$ cat src/rtl/mem_arbiter_pkg.sv
// Shared types for the two-port memory arbiter: FSM state and transaction owner encodings.
package mem_arbiter_pkg;

  typedef enum logic [1:0] {
    ST_IDLE   = 2'd0,
    ST_ACCESS = 2'd1,
    ST_RESP   = 2'd2
  } state_e;

  typedef enum logic {
    OWN_IF  = 1'b0,
    OWN_LSU = 1'b1
  } owner_e;

  localparam int DEF_ADDR_W = 64;
  localparam int DEF_DATA_W = 64;
  localparam int LAT_CNT_W  = 4;

endpackage

$ cat src/rtl/mem_arbiter_if.sv
// Bundle of the IF/LSU request-response channels and the shared memory port.
interface mem_arbiter_if #(
  parameter int ADDR_W = 64,
  parameter int DATA_W = 64
);
  logic              if_req_valid;
  logic              if_req_ready;
  logic [ADDR_W-1:0] if_req_addr;
  logic              if_rsp_valid;
  logic              if_rsp_ready;
  logic [DATA_W-1:0] if_rsp_rdata;

  logic                lsu_req_valid;
  logic                lsu_req_ready;
  logic                lsu_req_we;
  logic [ADDR_W-1:0]   lsu_req_addr;
  logic [DATA_W-1:0]   lsu_req_wdata;
  logic [DATA_W/8-1:0] lsu_req_wmask;
  logic                lsu_rsp_valid;
  logic                lsu_rsp_ready;
  logic [DATA_W-1:0]   lsu_rsp_rdata;

  logic                mem_ce;
  logic                mem_we;
  logic [ADDR_W-1:0]   mem_addr;
  logic [DATA_W-1:0]   mem_wdata;
  logic [DATA_W/8-1:0] mem_wmask;
  logic [DATA_W-1:0]   mem_rdata;

  modport slave (
    input  if_req_valid, if_req_addr, if_rsp_ready,
    input  lsu_req_valid, lsu_req_we, lsu_req_addr, lsu_req_wdata, lsu_req_wmask, lsu_rsp_ready,
    input  mem_rdata,
    output if_req_ready, if_rsp_valid, if_rsp_rdata,
    output lsu_req_ready, lsu_rsp_valid, lsu_rsp_rdata,
    output mem_ce, mem_we, mem_addr, mem_wdata, mem_wmask
  );

  modport master (
    output if_req_valid, if_req_addr, if_rsp_ready,
    output lsu_req_valid, lsu_req_we, lsu_req_addr, lsu_req_wdata, lsu_req_wmask, lsu_rsp_ready,
    output mem_rdata,
    input  if_req_ready, if_rsp_valid, if_rsp_rdata,
    input  lsu_req_ready, lsu_rsp_valid, lsu_rsp_rdata,
    input  mem_ce, mem_we, mem_addr, mem_wdata, mem_wmask
  );
endinterface

$ cat src/rtl/mem_arb_rr2.sv
// Two-way round-robin picker: bit 0 = IF, bit 1 = LSU; a tie goes to the side not granted last.
module mem_arb_rr2
  import mem_arbiter_pkg::*;
(
  input  logic [1:0] i_valid,
  input  owner_e     i_last_grant,
  output logic [1:0] o_grant
);

  // grant selection
  always_comb begin
    o_grant = 2'b00;
    case (i_valid)
      2'b01:   o_grant = 2'b01;
      2'b10:   o_grant = 2'b10;
      2'b11:   o_grant = (i_last_grant == OWN_IF) ? 2'b10 : 2'b01;
      default: o_grant = 2'b00;
    endcase
  end

endmodule

$ cat src/rtl/mem_arbiter.sv
// Shares one memory port between instruction fetch and the LSU, one transaction at a time,
// with a fixed MEM_LAT-cycle access window driven purely from latched request state.
module mem_arbiter
  import mem_arbiter_pkg::*;
#(
  parameter int ADDR_W  = DEF_ADDR_W,
  parameter int DATA_W  = DEF_DATA_W,
  parameter int MEM_LAT = 1
) (
  input  logic          i_clk,
  input  logic          i_reset,
  mem_arbiter_if.slave  io_bus
);

  localparam int                 MASK_W   = DATA_W / 8;
  localparam logic [LAT_CNT_W-1:0] LAT_LAST = LAT_CNT_W'(MEM_LAT - 1);

  state_e                r_state;
  state_e                w_state_nxt;
  owner_e                r_owner;
  owner_e                r_last_grant;
  logic                  r_we;
  logic [ADDR_W-1:0]     r_addr;
  logic [DATA_W-1:0]     r_wdata;
  logic [MASK_W-1:0]     r_wmask;
  logic [LAT_CNT_W-1:0]  r_lat_cnt;
  logic [DATA_W-1:0]     r_rdata;

  logic [1:0] w_grant;
  logic       w_if_ready;
  logic       w_lsu_ready;
  logic       w_access;
  logic       w_resp;
  logic       w_rsp_hs;

  mem_arb_rr2 u_rr (
    .i_valid      ({io_bus.lsu_req_valid, io_bus.if_req_valid}),
    .i_last_grant (r_last_grant),
    .o_grant      (w_grant)
  );

  assign w_access = (r_state == ST_ACCESS);
  assign w_resp   = (r_state == ST_RESP);
  assign w_rsp_hs = w_resp & ((r_owner == OWN_IF) ? io_bus.if_rsp_ready : io_bus.lsu_rsp_ready);

  // next-state and request-ready decode
  always_comb begin
    w_state_nxt = r_state;
    w_if_ready  = 1'b0;
    w_lsu_ready = 1'b0;
    case (r_state)
      ST_IDLE: begin
        // ready is masked during reset so every output reads 0 while it is held
        if (!i_reset) begin
          w_if_ready  = w_grant[0];
          w_lsu_ready = w_grant[1];
        end else begin
          w_if_ready  = 1'b0;
          w_lsu_ready = 1'b0;
        end
        if (|w_grant) begin
          w_state_nxt = ST_ACCESS;
        end else begin
          w_state_nxt = ST_IDLE;
        end
      end
      ST_ACCESS: begin
        if (r_lat_cnt == LAT_LAST) begin
          w_state_nxt = ST_RESP;
        end else begin
          w_state_nxt = ST_ACCESS;
        end
      end
      ST_RESP: begin
        if (w_rsp_hs) begin
          w_state_nxt = ST_IDLE;
        end else begin
          w_state_nxt = ST_RESP;
        end
      end
      default: w_state_nxt = ST_IDLE;
    endcase
  end

  // state register
  always_ff @(posedge i_clk) begin
    if (i_reset) begin
      r_state <= ST_IDLE;
    end else begin
      r_state <= w_state_nxt;
    end
  end

  // request latches, latency counter and response register
  always_ff @(posedge i_clk) begin
    if (i_reset) begin
      r_owner      <= OWN_IF;
      r_last_grant <= OWN_IF;
      r_we         <= 1'b0;
      r_addr       <= {ADDR_W{1'b0}};
      r_wdata      <= {DATA_W{1'b0}};
      r_wmask      <= {MASK_W{1'b0}};
      r_lat_cnt    <= {LAT_CNT_W{1'b0}};
      r_rdata      <= {DATA_W{1'b0}};
    end else begin
      case (r_state)
        ST_IDLE: begin
          if (|w_grant) begin
            r_owner      <= w_grant[1] ? OWN_LSU : OWN_IF;
            r_last_grant <= w_grant[1] ? OWN_LSU : OWN_IF;
            r_we         <= w_grant[1] & io_bus.lsu_req_we;
            r_addr       <= w_grant[1] ? io_bus.lsu_req_addr  : io_bus.if_req_addr;
            r_wdata      <= w_grant[1] ? io_bus.lsu_req_wdata : {DATA_W{1'b0}};
            r_wmask      <= w_grant[1] ? io_bus.lsu_req_wmask : {MASK_W{1'b0}};
            r_lat_cnt    <= {LAT_CNT_W{1'b0}};
          end
        end
        ST_ACCESS: begin
          r_lat_cnt <= r_lat_cnt + {{(LAT_CNT_W-1){1'b0}}, 1'b1};
          if (r_lat_cnt == LAT_LAST) begin
            r_rdata <= r_we ? {DATA_W{1'b0}} : io_bus.mem_rdata;
          end
        end
        default: begin
        end
      endcase
    end
  end

  assign io_bus.if_req_ready  = w_if_ready;
  assign io_bus.lsu_req_ready = w_lsu_ready;

  assign io_bus.if_rsp_valid  = w_resp & (r_owner == OWN_IF);
  assign io_bus.if_rsp_rdata  = (w_resp & (r_owner == OWN_IF))  ? r_rdata : {DATA_W{1'b0}};
  assign io_bus.lsu_rsp_valid = w_resp & (r_owner == OWN_LSU);
  assign io_bus.lsu_rsp_rdata = (w_resp & (r_owner == OWN_LSU)) ? r_rdata : {DATA_W{1'b0}};

  assign io_bus.mem_ce    = w_access;
  assign io_bus.mem_we    = w_access & r_we;
  assign io_bus.mem_addr  = w_access ? r_addr  : {ADDR_W{1'b0}};
  assign io_bus.mem_wdata = w_access ? r_wdata : {DATA_W{1'b0}};
  assign io_bus.mem_wmask = w_access ? r_wmask : {MASK_W{1'b0}};

endmodule

$ cat src/flat_wrapper.sv
// flat-port wrapper written by rule: the top's interface ports become plain ports
module mem_arbiter_flat import mem_arbiter_pkg::*;
#(
  parameter int ADDR_W  = DEF_ADDR_W,
  parameter int DATA_W  = DEF_DATA_W,
  parameter int MEM_LAT = 1
)
  (i_clk, i_reset, io_bus_if_req_valid, io_bus_if_req_addr, io_bus_if_rsp_ready, io_bus_lsu_req_valid, io_bus_lsu_req_we, io_bus_lsu_req_addr, io_bus_lsu_req_wdata, io_bus_lsu_req_wmask, io_bus_lsu_rsp_ready, io_bus_mem_rdata, io_bus_if_req_ready, io_bus_if_rsp_valid, io_bus_if_rsp_rdata, io_bus_lsu_req_ready, io_bus_lsu_rsp_valid, io_bus_lsu_rsp_rdata, io_bus_mem_ce, io_bus_mem_we, io_bus_mem_addr, io_bus_mem_wdata, io_bus_mem_wmask);
  mem_arbiter_if #(.ADDR_W(ADDR_W), .DATA_W(DATA_W)) io_bus_i ();
  input  logic i_clk;
  input  logic i_reset;
  input wire logic [$bits(io_bus_i.if_req_valid)-1:0] io_bus_if_req_valid;
  input wire logic [$bits(io_bus_i.if_req_addr)-1:0] io_bus_if_req_addr;
  input wire logic [$bits(io_bus_i.if_rsp_ready)-1:0] io_bus_if_rsp_ready;
  input wire logic [$bits(io_bus_i.lsu_req_valid)-1:0] io_bus_lsu_req_valid;
  input wire logic [$bits(io_bus_i.lsu_req_we)-1:0] io_bus_lsu_req_we;
  input wire logic [$bits(io_bus_i.lsu_req_addr)-1:0] io_bus_lsu_req_addr;
  input wire logic [$bits(io_bus_i.lsu_req_wdata)-1:0] io_bus_lsu_req_wdata;
  input wire logic [$bits(io_bus_i.lsu_req_wmask)-1:0] io_bus_lsu_req_wmask;
  input wire logic [$bits(io_bus_i.lsu_rsp_ready)-1:0] io_bus_lsu_rsp_ready;
  input wire logic [$bits(io_bus_i.mem_rdata)-1:0] io_bus_mem_rdata;
  output wire logic [$bits(io_bus_i.if_req_ready)-1:0] io_bus_if_req_ready;
  output wire logic [$bits(io_bus_i.if_rsp_valid)-1:0] io_bus_if_rsp_valid;
  output wire logic [$bits(io_bus_i.if_rsp_rdata)-1:0] io_bus_if_rsp_rdata;
  output wire logic [$bits(io_bus_i.lsu_req_ready)-1:0] io_bus_lsu_req_ready;
  output wire logic [$bits(io_bus_i.lsu_rsp_valid)-1:0] io_bus_lsu_rsp_valid;
  output wire logic [$bits(io_bus_i.lsu_rsp_rdata)-1:0] io_bus_lsu_rsp_rdata;
  output wire logic [$bits(io_bus_i.mem_ce)-1:0] io_bus_mem_ce;
  output wire logic [$bits(io_bus_i.mem_we)-1:0] io_bus_mem_we;
  output wire logic [$bits(io_bus_i.mem_addr)-1:0] io_bus_mem_addr;
  output wire logic [$bits(io_bus_i.mem_wdata)-1:0] io_bus_mem_wdata;
  output wire logic [$bits(io_bus_i.mem_wmask)-1:0] io_bus_mem_wmask;
  assign io_bus_i.if_req_valid = io_bus_if_req_valid;
  assign io_bus_i.if_req_addr = io_bus_if_req_addr;
  assign io_bus_i.if_rsp_ready = io_bus_if_rsp_ready;
  assign io_bus_i.lsu_req_valid = io_bus_lsu_req_valid;
  assign io_bus_i.lsu_req_we = io_bus_lsu_req_we;
  assign io_bus_i.lsu_req_addr = io_bus_lsu_req_addr;
  assign io_bus_i.lsu_req_wdata = io_bus_lsu_req_wdata;
  assign io_bus_i.lsu_req_wmask = io_bus_lsu_req_wmask;
  assign io_bus_i.lsu_rsp_ready = io_bus_lsu_rsp_ready;
  assign io_bus_i.mem_rdata = io_bus_mem_rdata;
  assign io_bus_if_req_ready = io_bus_i.if_req_ready;
  assign io_bus_if_rsp_valid = io_bus_i.if_rsp_valid;
  assign io_bus_if_rsp_rdata = io_bus_i.if_rsp_rdata;
  assign io_bus_lsu_req_ready = io_bus_i.lsu_req_ready;
  assign io_bus_lsu_rsp_valid = io_bus_i.lsu_rsp_valid;
  assign io_bus_lsu_rsp_rdata = io_bus_i.lsu_rsp_rdata;
  assign io_bus_mem_ce = io_bus_i.mem_ce;
  assign io_bus_mem_we = io_bus_i.mem_we;
  assign io_bus_mem_addr = io_bus_i.mem_addr;
  assign io_bus_mem_wdata = io_bus_i.mem_wdata;
  assign io_bus_mem_wmask = io_bus_i.mem_wmask;
  mem_arbiter #(.ADDR_W(ADDR_W), .DATA_W(DATA_W), .MEM_LAT(MEM_LAT)) u_core (.i_clk(i_clk), .i_reset(i_reset), .io_bus(io_bus_i));
endmodule
$ cat config.mk
export PLATFORM = sky130hd
export DESIGN_NAME = mem_arbiter_flat
export DESIGN_NICKNAME = d
export VERILOG_FILES = /design/src/rtl/mem_arbiter_pkg.sv /design/src/rtl/mem_arbiter_if.sv /design/src/rtl/mem_arb_rr2.sv /design/src/rtl/mem_arbiter.sv /design/src/flat_wrapper.sv
export SDC_FILE = /design/constraint.sdc
export NUM_CORES = 1
export LEC_CHECK = 0
export BUFFER_PORTS_ARGS = -buffer_cell sky130_fd_sc_hd__buf_2
export CAP_MARGIN = 30
export CELL_PAD_IN_SITES_DETAIL_PLACEMENT = 0
export CELL_PAD_IN_SITES_GLOBAL_PLACEMENT = 1
export CORE_AREA = 2 2 211 213
export DETAILED_ROUTE_END_ITERATION = 16
export DIE_AREA = 0 0 213 215
export HOLD_SLACK_MARGIN = 0.12
export PLACE_DENSITY_LB_ADDON = 0.1
export SYNTH_ARGS = -nofsm -noshare
export SYNTH_HDL_FRONTEND = slang
export SYNTH_SLANG_ARGS = --single-unit
$ cat constraint.sdc
create_clock -name i_clk -period 2.06 [get_ports i_clk]
set_clock_uncertainty 0.2 [all_clocks]
set_input_delay 0.206 -clock i_clk [delete_from_list [all_inputs] [get_ports i_clk]]
set_output_delay 0.206 -clock i_clk [all_outputs]
set_load 0.02 [all_outputs]
==> key figures <==
Run status
  – Status: complete, but fails checks
  – Failing checks: negative setup slack

Finish
  – Synth-to-layout area growth: 108%
  – Final nets: between 2000 and 2500
  – Final std cells w/o fill: ~2600
  – Fill count: roughly 4200
  – Share of layout cells above drive strength 1: between 40% and 50%

Critical path
  – Critical path capture point type: output pin
  – Worst setup path category: register to output pin
  – Most used cell, CP: buf_6
  – CP Max Fanout: 8
  – Data required time of the worst path: around 1700 ps
  – Top delay family on crit path: buffers and inverters
  – Crit-path slowest cell: dfxtp_4
  – CP Buf/Inv Count: 4
  – Arrival time at the worst endpoint: roughly 1900 ps
  – Critical path's largest stage delay: between 300 and 400 ps
  – CP Launch Type: register
  – Critical path, cell by cell: buf_12 > nor3b_4 > buf_6 > clkbuf_16 > and2_4 > buf_6

Job
  – Maxcap violations: 0

Clock network
  – Clock Path Buffers: 3
  – Clock-pin slew on the worst setup and hold paths: approximately 60 ps
  – Skew-Pair Late Insertion Delay: ~550 ps
  – TritonCTS clock tree: yes
  – # clock sinks: approximately 210
  – Root Buffer: clkbuf_16
  – CTS buffer count: 27
  – Htree depth: 1

Place
  – Final Wtd Congestion: 0.812
  – # port buffers: 540
  – Placed insts: roughly 2200
  – DP HPWL: between 20000 and 30000 um

Floorplanning
  – Die Width: approximately 210 um
  – Core area: around 44000 um^2
  – Initial Util: roughly 23%
  – Die span in y: ~220 um
  – Die area: roughly 46000 um^2
  – # rows: 77
  – Number of I/O pins: around 540

Synth
  – Cell taking the most area after synthesis: dfxtp_1
  – Largest family of logic cells by synthesized area: simple AND/OR/NAND/NOR gates
  – Post-Syn Nets: between 1000 and 1500
  – Post-synthesis xor/xnor area fraction: 0%
  – Yosys reg bits: about 210
  – Synth cell types: 36
  – YS warnings: 0
  – Top cells by area, synth: dfxtp_1 (42%), and2_1 (17%), a21oi_1 (6.6%), a22o_1 (6.5%), a311oi_1 (5.7%)
  – Most common library cells after synthesis: and2_1 (265), dfxtp_1 (208), a21oi_1 (131), nand2_1 (131), a22o_1 (73)
  – Multiplexer share of the synthesized area: 0%
  – Avg Cell Area, Syn: ~8.5 um^2
  – Synth Area in Adders: 0.253%
  – Syn Std Cell Area: just under 10000 um^2
  – Post-synth top area share: 42.1%
  – Mapped Cells: ~1200
  – Simple-Gate Fraction of Synth Area: between 20% and 30%
  – Compound-Gate Fraction of Synth Area: roughly 23%
  – Prevailing post-synth register cell: dfxtp_1
  – Post-synth EDFFs: 0
  – Post-synthesis sequential area ratio: between 40 and 50%
  – Ys async rst share: 0%
  – Top-count cell post-synth: and2_1

Global routing
  – Vias in the first global route: between 10000 and 15000
  – First-pass GRT wire length: 73300 um
  – Largest net degree at the start of global routing: 81
  – GRT overflow: 0
  – GRT Overall Usage: approximately a fifth
  – Initial antenna violation count: 1

STA
  – Final setup vio count: between 200 and 300
  – Final hold violations: 0
  – Slew @ Worst Pin: between 800 and 900 ps
  – Rel. slew slack: between 40% and 50%
  – Worst hold slack: approximately 160 ps
  – RSZ-0062 raised after global routing: true
  – Fin crit period: 2300 ps
  – Final slew viol count: 0
  – Max Clk Rate: between 400 and 500 MHz
  – Crit share post-route: 112%
  – Final worst slack: -239 ps

Routing
  – Routed wire length: around 51000 um
  – Initial DRC Count: a little over 500
  – Remaining antenna violation count: 0
  – Routed via count: 12100
  – Average wire per cell in the routed design: between 15 and 20 um
  – Via density: ~4.6
  – Residual DRC count: 0
  – Iteration count of the initial detailed-routing pass: 4

Power
  – LEAKAGE: around 9 nW
  – PD cells: 653 nW/um^2
  – Max VDD drop: 565 uV

Min path
  – Hold WC Path Type: input pin to register
-- routing by layer --
layer | vias to the layer above | track usage (%) | share of wire, %
met5 | - | 0 | 0
li1 | 5778 | - | -
met1 | 5826 | 25.7 | 42
met3 | 55 | 4.75 | 6.8
met4 | 0 | 5.13 | 1.7
met2 | 397 | 35.2 | 49
-- final timing paths --
kind,from,endpoint,slack (ps),cells after the start
max,u_core.r_owner,io_bus_if_rsp_rdata[22],-240,6
min,io_bus_lsu_req_valid,u_core.r_addr[7],160,5
max reg2reg,u_core.r_owner,u_core.r_addr[10],10,8
min reg2reg,u_core.r_wdata[62],u_core.r_wdata[62],270,1
-- kinds of logic (layout without fill, tap and decap cells) --
logic type / after synthesis / count (layout)
and+or+nand+nor: 478 / 478
AOI/OAI and AO/OA: 345 / 345
DFF: 208 / 208
buffers and inverters: 137 / 979
adders and majority gates: 2 / 2
other: 0 / 1
-- what timing repair did --
| action | 4_1_cts | 5_1_grt |
|---|---|---|
| hold buffers | 273 | 0 |
| cloned | 22 | 13 |
| endpoints found under the setup margin | 270 | 283 |
| buffers inserted | 31 | 19 |
| gates resized for setup | 464 | 354 |
| pin swaps | 25 | 28 |
| endpoints found under the hold margin | 207 | 0 |
-- cell type report --
class                      count  area, um^2  share of cell area [%]
antenna                        1        2.50                  0.0122
clock buffer                  37         753                    3.66
clock inverter                10         106                   0.517
inverter                       6        35.0                   0.170
multi-input combinational    825        5780                    28.1
sequential                   208        4180                    20.3
tap                          592         741                    3.60
timing repair buffer         926        8980                    43.7
-- placed cells by master, fill, tap and decap left out, types with 3 or more instances in the layout --
master         instances
and2_4               226
a311oi_1              64
nand2_1              131
buf_2                277
dfxtp_1              205
buf_16                22
clkinv_2               6
buf_12                32
clkbuf_8               4
inv_1                  5
dlygate4sd3_1        273
clkbuf_1               6
o21ai_1               11
buf_6                251
o211ai_1               4
buf_8                  8
a22o_1                73
clkbuf_16             37
a21oi_1              130
and2_1                39
nand4b_1              64
o21ai_0               53
buf_4                 50
dfxtp_4                3
-- sequential cells by signal, summed over array words and instances (netlist names) --
signal            count
u_core.r_addr        64
u_core.r_lat_cnt      4
u_core.r_owner        1
u_core.r_rdata       64
u_core.r_state        2
u_core.r_wdata       64
u_core.r_we           1
u_core.r_wmask        8
-- tightest hold or removal path, stage by stage --
cell and delay (ps):
buf_2 130, a21boi_4 140, buf_12 190, nand2_1 100
a311oi_1 80
-- through the flow --
| stage | utilization, % | TNS (ps) | total power (W) | worst slack [ps] | area [um^2] |
|---|---|---|---|---|---|
| floorplan | - | 0 | 0.00620 | 216 | 9900 |
| global placement | 30.5 | 0 | 0.00730 | 85.7 | 13300 |
| detailed placement | 30.5 | 0 | 0.00730 | 118 | 13300 |
| CTS | 44.0 | -58780 | 0.0133 | -313 | 19200 |
| global route | 47.1 | -62640 | 0.0141 | -303 | 20600 |
| finish | 47.1 | -43550 | 0.0134 | -239 | 20600 |
-- power breakdown --
group / switching (W) / internal (W) / leakage (nW) / total [W]
Combinational: 0.00192 / 0.00213 / 6.89 / 0.00404
Clock: 0.00188 / 0.00279 / 0.425 / 0.00467
Sequential: 0.000287 / 0.00445 / 1.71 / 0.00474
No activity file was read; power rests on OpenSTA's default activity.
